[config.mk]
export PLATFORM = sky130hd
export DESIGN_NAME = phy_crc_sched
export DESIGN_NICKNAME = d
export VERILOG_FILES = /design/src/rtl/phy_crc_pkg.sv /design/src/rtl/phy_crc_rr_arb.sv /design/src/rtl/phy_crc_sched.sv
export SDC_FILE = /design/constraint.sdc
export NUM_CORES = 1
export LEC_CHECK = 0
export BUFFER_PORTS_ARGS = -buffer_cell sky130_fd_sc_hd__buf_2
export CAP_MARGIN = 10
export CORE_MARGIN = 1.5
export CORE_UTILIZATION = 50
export DETAILED_ROUTE_END_ITERATION = 10
export PLACE_DENSITY = 0.8
export SLEW_MARGIN = 30
export SYNTH_ARGS = -nofsm -noshare
export SYNTH_HDL_FRONTEND = slang
export SYNTH_SLANG_ARGS = --single-unit
export TNS_END_PERCENT = 10
[constraint.sdc]
create_clock -name clk -period 3.9 [get_ports clk]
set_clock_uncertainty 0.1 [all_clocks]
set_input_delay 0.195 -clock clk [delete_from_list [all_inputs] [get_ports clk]]
set_output_delay 0.195 -clock clk [all_outputs]
set_load 0.02 [all_outputs]
[src/rtl/phy_crc_pkg.sv]
// Shared definitions for the CRC32 engine scheduler: FSM encoding, CRC constants
// and requester indices.
package phy_crc_pkg;

  typedef enum logic [2:0] {
    IDLE,
    LOAD,
    NIB_LO,
    NIB_HI,
    FLUSH,
    CAPTURE,
    GAP
  } state_t;

  localparam logic [31:0] CRC_RESIDUE = 32'hC704DD7B;
  localparam logic [31:0] CRC_INIT    = 32'hFFFFFFFF;

  localparam logic REQ_TX = 1'b0;
  localparam logic REQ_RX = 1'b1;

  // Edges from the final nibble strobe to the last strobe the engine expects.
  localparam int FLUSH_DLY = 5;

endpackage

[src/rtl/phy_crc_rr_arb.sv]
// Two-way round-robin arbiter. While lock is high no grant is offered;
// advance moves priority away from the requester that was just served.
module phy_crc_rr_arb (
  input  logic       clk,
  input  logic       rst_n,
  input  logic [1:0] req,
  input  logic       lock,
  input  logic       advance,
  input  logic       served,
  output logic       gnt_valid,
  output logic       gnt_idx
);

  logic prio;  // 0 favours TX on a tie

  always_ff @(posedge clk or negedge rst_n) begin
    if (!rst_n) begin
      prio <= 1'b0;
    end else if (advance) begin
      prio <= ~served;
    end
  end

  always_comb begin
    gnt_valid = !lock && (|req);
    if (req == 2'b11) begin
      gnt_idx = prio;
    end else begin
      gnt_idx = req[1];
    end
  end

endmodule

[src/rtl/phy_crc_sched.sv]
// Byte sequencer and arbiter in front of the shared nibble-serial CRC32 engine.
// Optional stall abort is built when PHY_CRC_SCHED_TIMEOUT_EN is defined.
module phy_crc_sched
  import phy_crc_pkg::*;
#(
  parameter int NIB_CYC     = 4,
  parameter int TIMEOUT_CYC = 255
) (
  input  logic        clk,
  input  logic        rst_n,
  input  logic [1:0]  req_valid,
  input  logic [15:0] req_byte,
  input  logic [1:0]  req_last,
  output logic [1:0]  req_ready,
  output logic [1:0]  done,
  output logic [31:0] crc_val,
  output logic        crc_fail,
  output logic        busy,
  output logic        owner,
  output logic [3:0]  crc_data_in,
  output logic        crc_data_en,
  output logic        crc_data_last,
  input  logic [31:0] crc_out,
  input  logic        crc_out_fail
);

  if (NIB_CYC < 4 || TIMEOUT_CYC < 1) begin : g_bad_param
    $error("phy_crc_sched: NIB_CYC must be >= 4 and TIMEOUT_CYC >= 1");
  end

  localparam int            CW     = $clog2(NIB_CYC + FLUSH_DLY + 2);
  localparam logic [CW-1:0] LO_END = CW'(NIB_CYC - 1);
  localparam logic [CW-1:0] HI_END = CW'(NIB_CYC - 2);
  localparam logic [CW-1:0] FL_END = CW'(FLUSH_DLY);

  // Handshake: a byte moves when req_valid[i] and req_ready[i] are both high at
  // a rising edge; ready is only ever offered to the owner while in LOAD.
  state_t        state;
  logic [CW-1:0] cnt;
  logic [7:0]    byte_q;
  logic          last_q;
  logic [3:0]    nib_q;
  logic          gnt_valid;
  logic          gnt_idx;
  logic [7:0]    cur_byte;
  logic          cur_last;
  logic          accept;

  assign cur_byte = (owner == REQ_RX) ? req_byte[15:8] : req_byte[7:0];
  assign cur_last = req_last[owner];
  assign accept   = (state == LOAD) && req_valid[owner];

  always_comb begin
    req_ready = '0;
    if (state == LOAD) req_ready[owner] = 1'b1;
  end

  phy_crc_rr_arb u_arb (
    .clk       (clk),
    .rst_n     (rst_n),
    .req       (req_valid),
    .lock      (state != IDLE),
    .advance   (state == GAP),
    .served    (owner),
    .gnt_valid (gnt_valid),
    .gnt_idx   (gnt_idx)
  );

`ifdef PHY_CRC_SCHED_TIMEOUT_EN
  localparam int            TW     = $clog2(TIMEOUT_CYC + 1);
  localparam logic [TW-1:0] TO_END = TW'(TIMEOUT_CYC - 1);
  logic [TW-1:0] stall_cnt;
  logic          abort;
  logic          timeout;
  assign timeout = (state == LOAD) && !req_valid[owner] && (stall_cnt == TO_END);
`endif

  always_ff @(posedge clk or negedge rst_n) begin
    if (!rst_n) begin
      state         <= IDLE;
      cnt           <= '0;
      byte_q        <= '0;
      last_q        <= 1'b0;
      nib_q         <= '0;
      done          <= '0;
      crc_val       <= '0;
      crc_fail      <= 1'b0;
      busy          <= 1'b0;
      owner         <= 1'b0;
      crc_data_in   <= '0;
      crc_data_en   <= 1'b0;
      crc_data_last <= 1'b0;
`ifdef PHY_CRC_SCHED_TIMEOUT_EN
      stall_cnt     <= '0;
      abort         <= 1'b0;
`endif
    end else begin
      crc_data_en   <= 1'b0;
      crc_data_last <= 1'b0;
      done          <= '0;
      // Data trails its strobe by one edge and then holds until the next nibble.
      if (crc_data_en && !crc_data_last) crc_data_in <= nib_q;
      case (state)
        IDLE: begin
          if (gnt_valid) begin
            owner <= gnt_idx;
            busy  <= 1'b1;
            state <= LOAD;
`ifdef PHY_CRC_SCHED_TIMEOUT_EN
            stall_cnt <= '0;
            abort     <= 1'b0;
`endif
          end
        end
        LOAD: begin
          if (accept) begin
            byte_q <= cur_byte;
            last_q <= cur_last;
            cnt    <= '0;
            state  <= NIB_LO;
`ifdef PHY_CRC_SCHED_TIMEOUT_EN
            stall_cnt <= '0;
          end else if (timeout) begin
            abort <= 1'b1;
            cnt   <= CW'(1);
            state <= FLUSH;
          end else begin
            stall_cnt <= stall_cnt + 1'b1;
`endif
          end
        end
        NIB_LO: begin
          if (cnt == '0) begin
            crc_data_en <= 1'b1;
            nib_q       <= byte_q[3:0];
          end
          if (cnt == LO_END) begin
            cnt   <= '0;
            state <= NIB_HI;
          end else begin
            cnt <= cnt + 1'b1;
          end
        end
        NIB_HI: begin
          if (cnt == '0) begin
            crc_data_en <= 1'b1;
            nib_q       <= byte_q[7:4];
          end
          // Leaving one edge early lets the next low nibble land exactly 2*NIB_CYC later.
          if (cnt == '0 && last_q) begin
            cnt   <= CW'(1);
            state <= FLUSH;
          end else if (cnt == HI_END) begin
            state <= LOAD;
          end else begin
            cnt <= cnt + 1'b1;
          end
        end
        FLUSH: begin
          if (cnt == FL_END) begin
            crc_data_en   <= 1'b1;
            crc_data_last <= 1'b1;
            cnt           <= '0;
            state         <= CAPTURE;
          end else begin
            cnt <= cnt + 1'b1;
          end
        end
        CAPTURE: begin
          if (cnt == '0) begin
            cnt <= CW'(1);
          end else begin
            crc_val     <= crc_out;
`ifdef PHY_CRC_SCHED_TIMEOUT_EN
            crc_fail    <= crc_out_fail | abort;
`else
            crc_fail    <= crc_out_fail;
`endif
            done[owner] <= 1'b1;
            state       <= GAP;
          end
        end
        GAP: begin
          busy  <= 1'b0;
          state <= IDLE;
        end
        default: state <= IDLE;
      endcase
    end
  end

endmodule

==> flow_summary.yaml <==
placed_design:
  portBuffers: 99
  dp_cells: 398
  place.gp.congestion: 0.8550
  place_hpwl_um: 4225
die:
  io_pins: 100
  die_h_um: 78.52
  fp-row-count: 27
  die_w_um: 78.52
  start_util_pct: 51.78
  dieArea_um2: 6165
  core_area_um2: 5507
synthesis:
  yosysTopAreaCellShare_pct: 56.16
  netlist_top_cells_count: "dfrtp_1, mux2_2, nor2_1"
  syn_avg_cell_area_um2: 12.13
  syn_area_um2: 2851
  synth_nets: 294
  synth-seq-cells: 64
  ys_warn_count: 0
  synth.most_common_cell: "dfrtp_1"
  synth.area.top_cells: "dfrtp_1, mux2_2, mux2i_1"
  synth_edf_count: 0
  synthCells: 235
  synth_seq_area_share_pct: 56.16
  ys.flop_type: "dfrtp_1"
  synth.distinct_cells: 39
  synthArstFlopShare_pct: 100.0
  yosysTopAreaCell: "dfrtp_1"
routing:
  routed-via-count: 2300
  drt.antenna.violating_nets: 0
  drc: 0
  firstDrtPassIters: 4
  wire_per_inst_um: 15.44
  via_per_inst: 5.157
  drt_iter0_markers: 67
  wirelength_um: 6887
run_status:
  status: "completed"
power_and_ir_drop:
  peakVddDrop_v: 0.0004748
  power_switching_uw: 1297
  power_frac_comb_pct: 43.0
  total_power_uw: 3151
  switching_share_pct: 41.16
  power.leakage_uw: 0.001954
  seq_power_share_pct: 39.1
  internal_power_uw: 1854
  power_density_nw_per_um2: 801.9
  clock_power_share_pct: 17.8
global_routing:
  grt_pass1_vias: 2222
  use_met2_pct: 38.97
  use_met1_pct: 27.84
  grt_pass1_wl_um: 10810
  met3_usage_pct: 6.860
  top_usage_layer: "met2"
  grt_use_total_pct: 23.41
  grt_start_max_net_pins: 34
  overflow: 0
  antenna_found_initial: 0
worst_setup_path:
  max_stage_delay_ps: 760
  r2r_start: "state[0]"
  cpMaxStageDelayCell: "dfrtp_1"
  endpoint_kind: "register"
  worstSetupStartpointType: "register"
  critPathRequiredTime_ps: 4010
  worstPathCellList: "inv_2 -> nor3_4 -> buf_4 -> mux2_2"
  rrSetupSlack_ps: 1600
  crit_family: "flip-flops"
  cp_max_fo: 32
  crit_start: "state[0]"
  arrival_ps: 2410
  cp_num_buf_inv: 2
  path_class: "reg -> reg"
finish:
  nets: 428
  drive_above_1_share_pct: 40.11
  postLayoutCoreUtil_pct: 71.37
  n_antenna_cell: 0
  area_delta_synth_final_pct: 37.82
  final_cells: 446
clock_network:
  cts_max_level: 3
  cts_tree: "built"
  cts_resized: 0
  cts.path.max_buffers: 2
  root_buffer: "clkbuf_8"
  cts_sinks: 64
  cts_buffers: 9
  post_cts.repair.setup_buffers: 0
  clkTransAtPathRegs_ps: 70
  clock_latency_ps: 330
sta:
  finalHoldViolations: 0
  holdWs_ps: 23.27
  slew_headroom_pct: 51.15
  tightest_slew_ps: 732.7
  slew_violations: 0
  max_freq_mhz: 433.9
  grt_setup_unrepaired: "no"
  fin_crit_ps: 2305
  fin_setup_tns_ps: 0
  finalSetupViolations: 0
  finalCritPeriodShare_pct: 59.09
hold_path:
  hold_path.class: "in -> reg"
  worstHoldStart: "crc_out[20]"
run:
  max_cap_viol_count: 0
[registers in the layout (all words and copies together) (netlist names), 2 cells and up]
register	flops
byte_q	8
cnt	4
crc_data_in	4
crc_val	32
done	2
nib_q	4
state	3
[stage by stage]
stage	worst slack, ps	instance area (µm²)
final	1596	3930
after detailed placement	1593	3411
after CTS	1554	3928
after floorplan	1837	2851
after global routing	1449	3930
after global placement	1632	3411
[layout make-up]
cell class,count,area [µm²]
sequential,64,1602
fill,358,1577
multi-input combinational,156,1192
timing repair buffer,133,830.8
clock buffer,10,127.6
tap,72,90.09
clock inverter,6,68.82
inverter,5,18.77
[cell families after synthesis]
family,count (synthesis),share of synthesized area [%]
compound gates,38,7.855
fa+ha+maj,4,1.755
buf+inv,15,2.325
flops,64,56.17
mux,52,19.92
simple gates,62,11.98
[layer usage]
| layer | vias up | wire length, µm |
|---|---|---|
| li1 | 1101 | - |
| met1 | 1089 | 2856 |
| met2 | 91 | 3358 |
| met3 | 19 | 504 |
| met4 | 0 | 166 |
| met5 | - | 0 |
[what timing repair did]
item                       CTS  global route
hold endpoints to repair    62             0
hold buffers                32             0
setup endpoints to repair    0             0
[worst paths after layout]
| check | endpoint | depth (start not counted) |
|---|---|---|
| max | crc_val[0] | 4 |
| min | crc_val[20] | 2 |
| max reg2reg | crc_val[0] | 4 |
| min reg2reg | nib_q[0] | 2 |
| max in group asynchronous | done[0] | 3 |
| min in group asynchronous | crc_val[6] | 2 |
[worst register-to-register path, delay by kind of cell (launching register included)]
family | cells | cell delay (ps)
simple gates | 1 | 280
buf+inv | 2 | 620
flops | 1 | 760
mux | 1 | 410
[cell usage in the layout (no fill, tap or decap), drive strengths merged, types with 4 or more instances in the layout]
master / Yosys / final
buf: 10 / 101
dfrtp: 64 / 64
mux2: 38 / 38
dlygate4sd3: 0 / 32
nor2: 19 / 19
nand2: 16 / 16
a21oi: 16 / 16
mux2i: 14 / 14
o21ai: 12 / 12
clkbuf: 0 / 10
inv: 5 / 6
nand3: 4 / 4
ha: 4 / 4
nor3: 4 / 4
[power by group through the flow]
stage | clock network (µW) | registers [µW] | logic [µW]
global route | 600 | 1270 | 1490
global placement | 0 | 1210 | 1270
floorplan | 0 | 1380 | 739
finish | 563 | 1230 | 1360
detailed placement | 0 | 1230 | 1310
CTS | 575 | 1210 | 1340
Power figures use the tool's default switching activity.
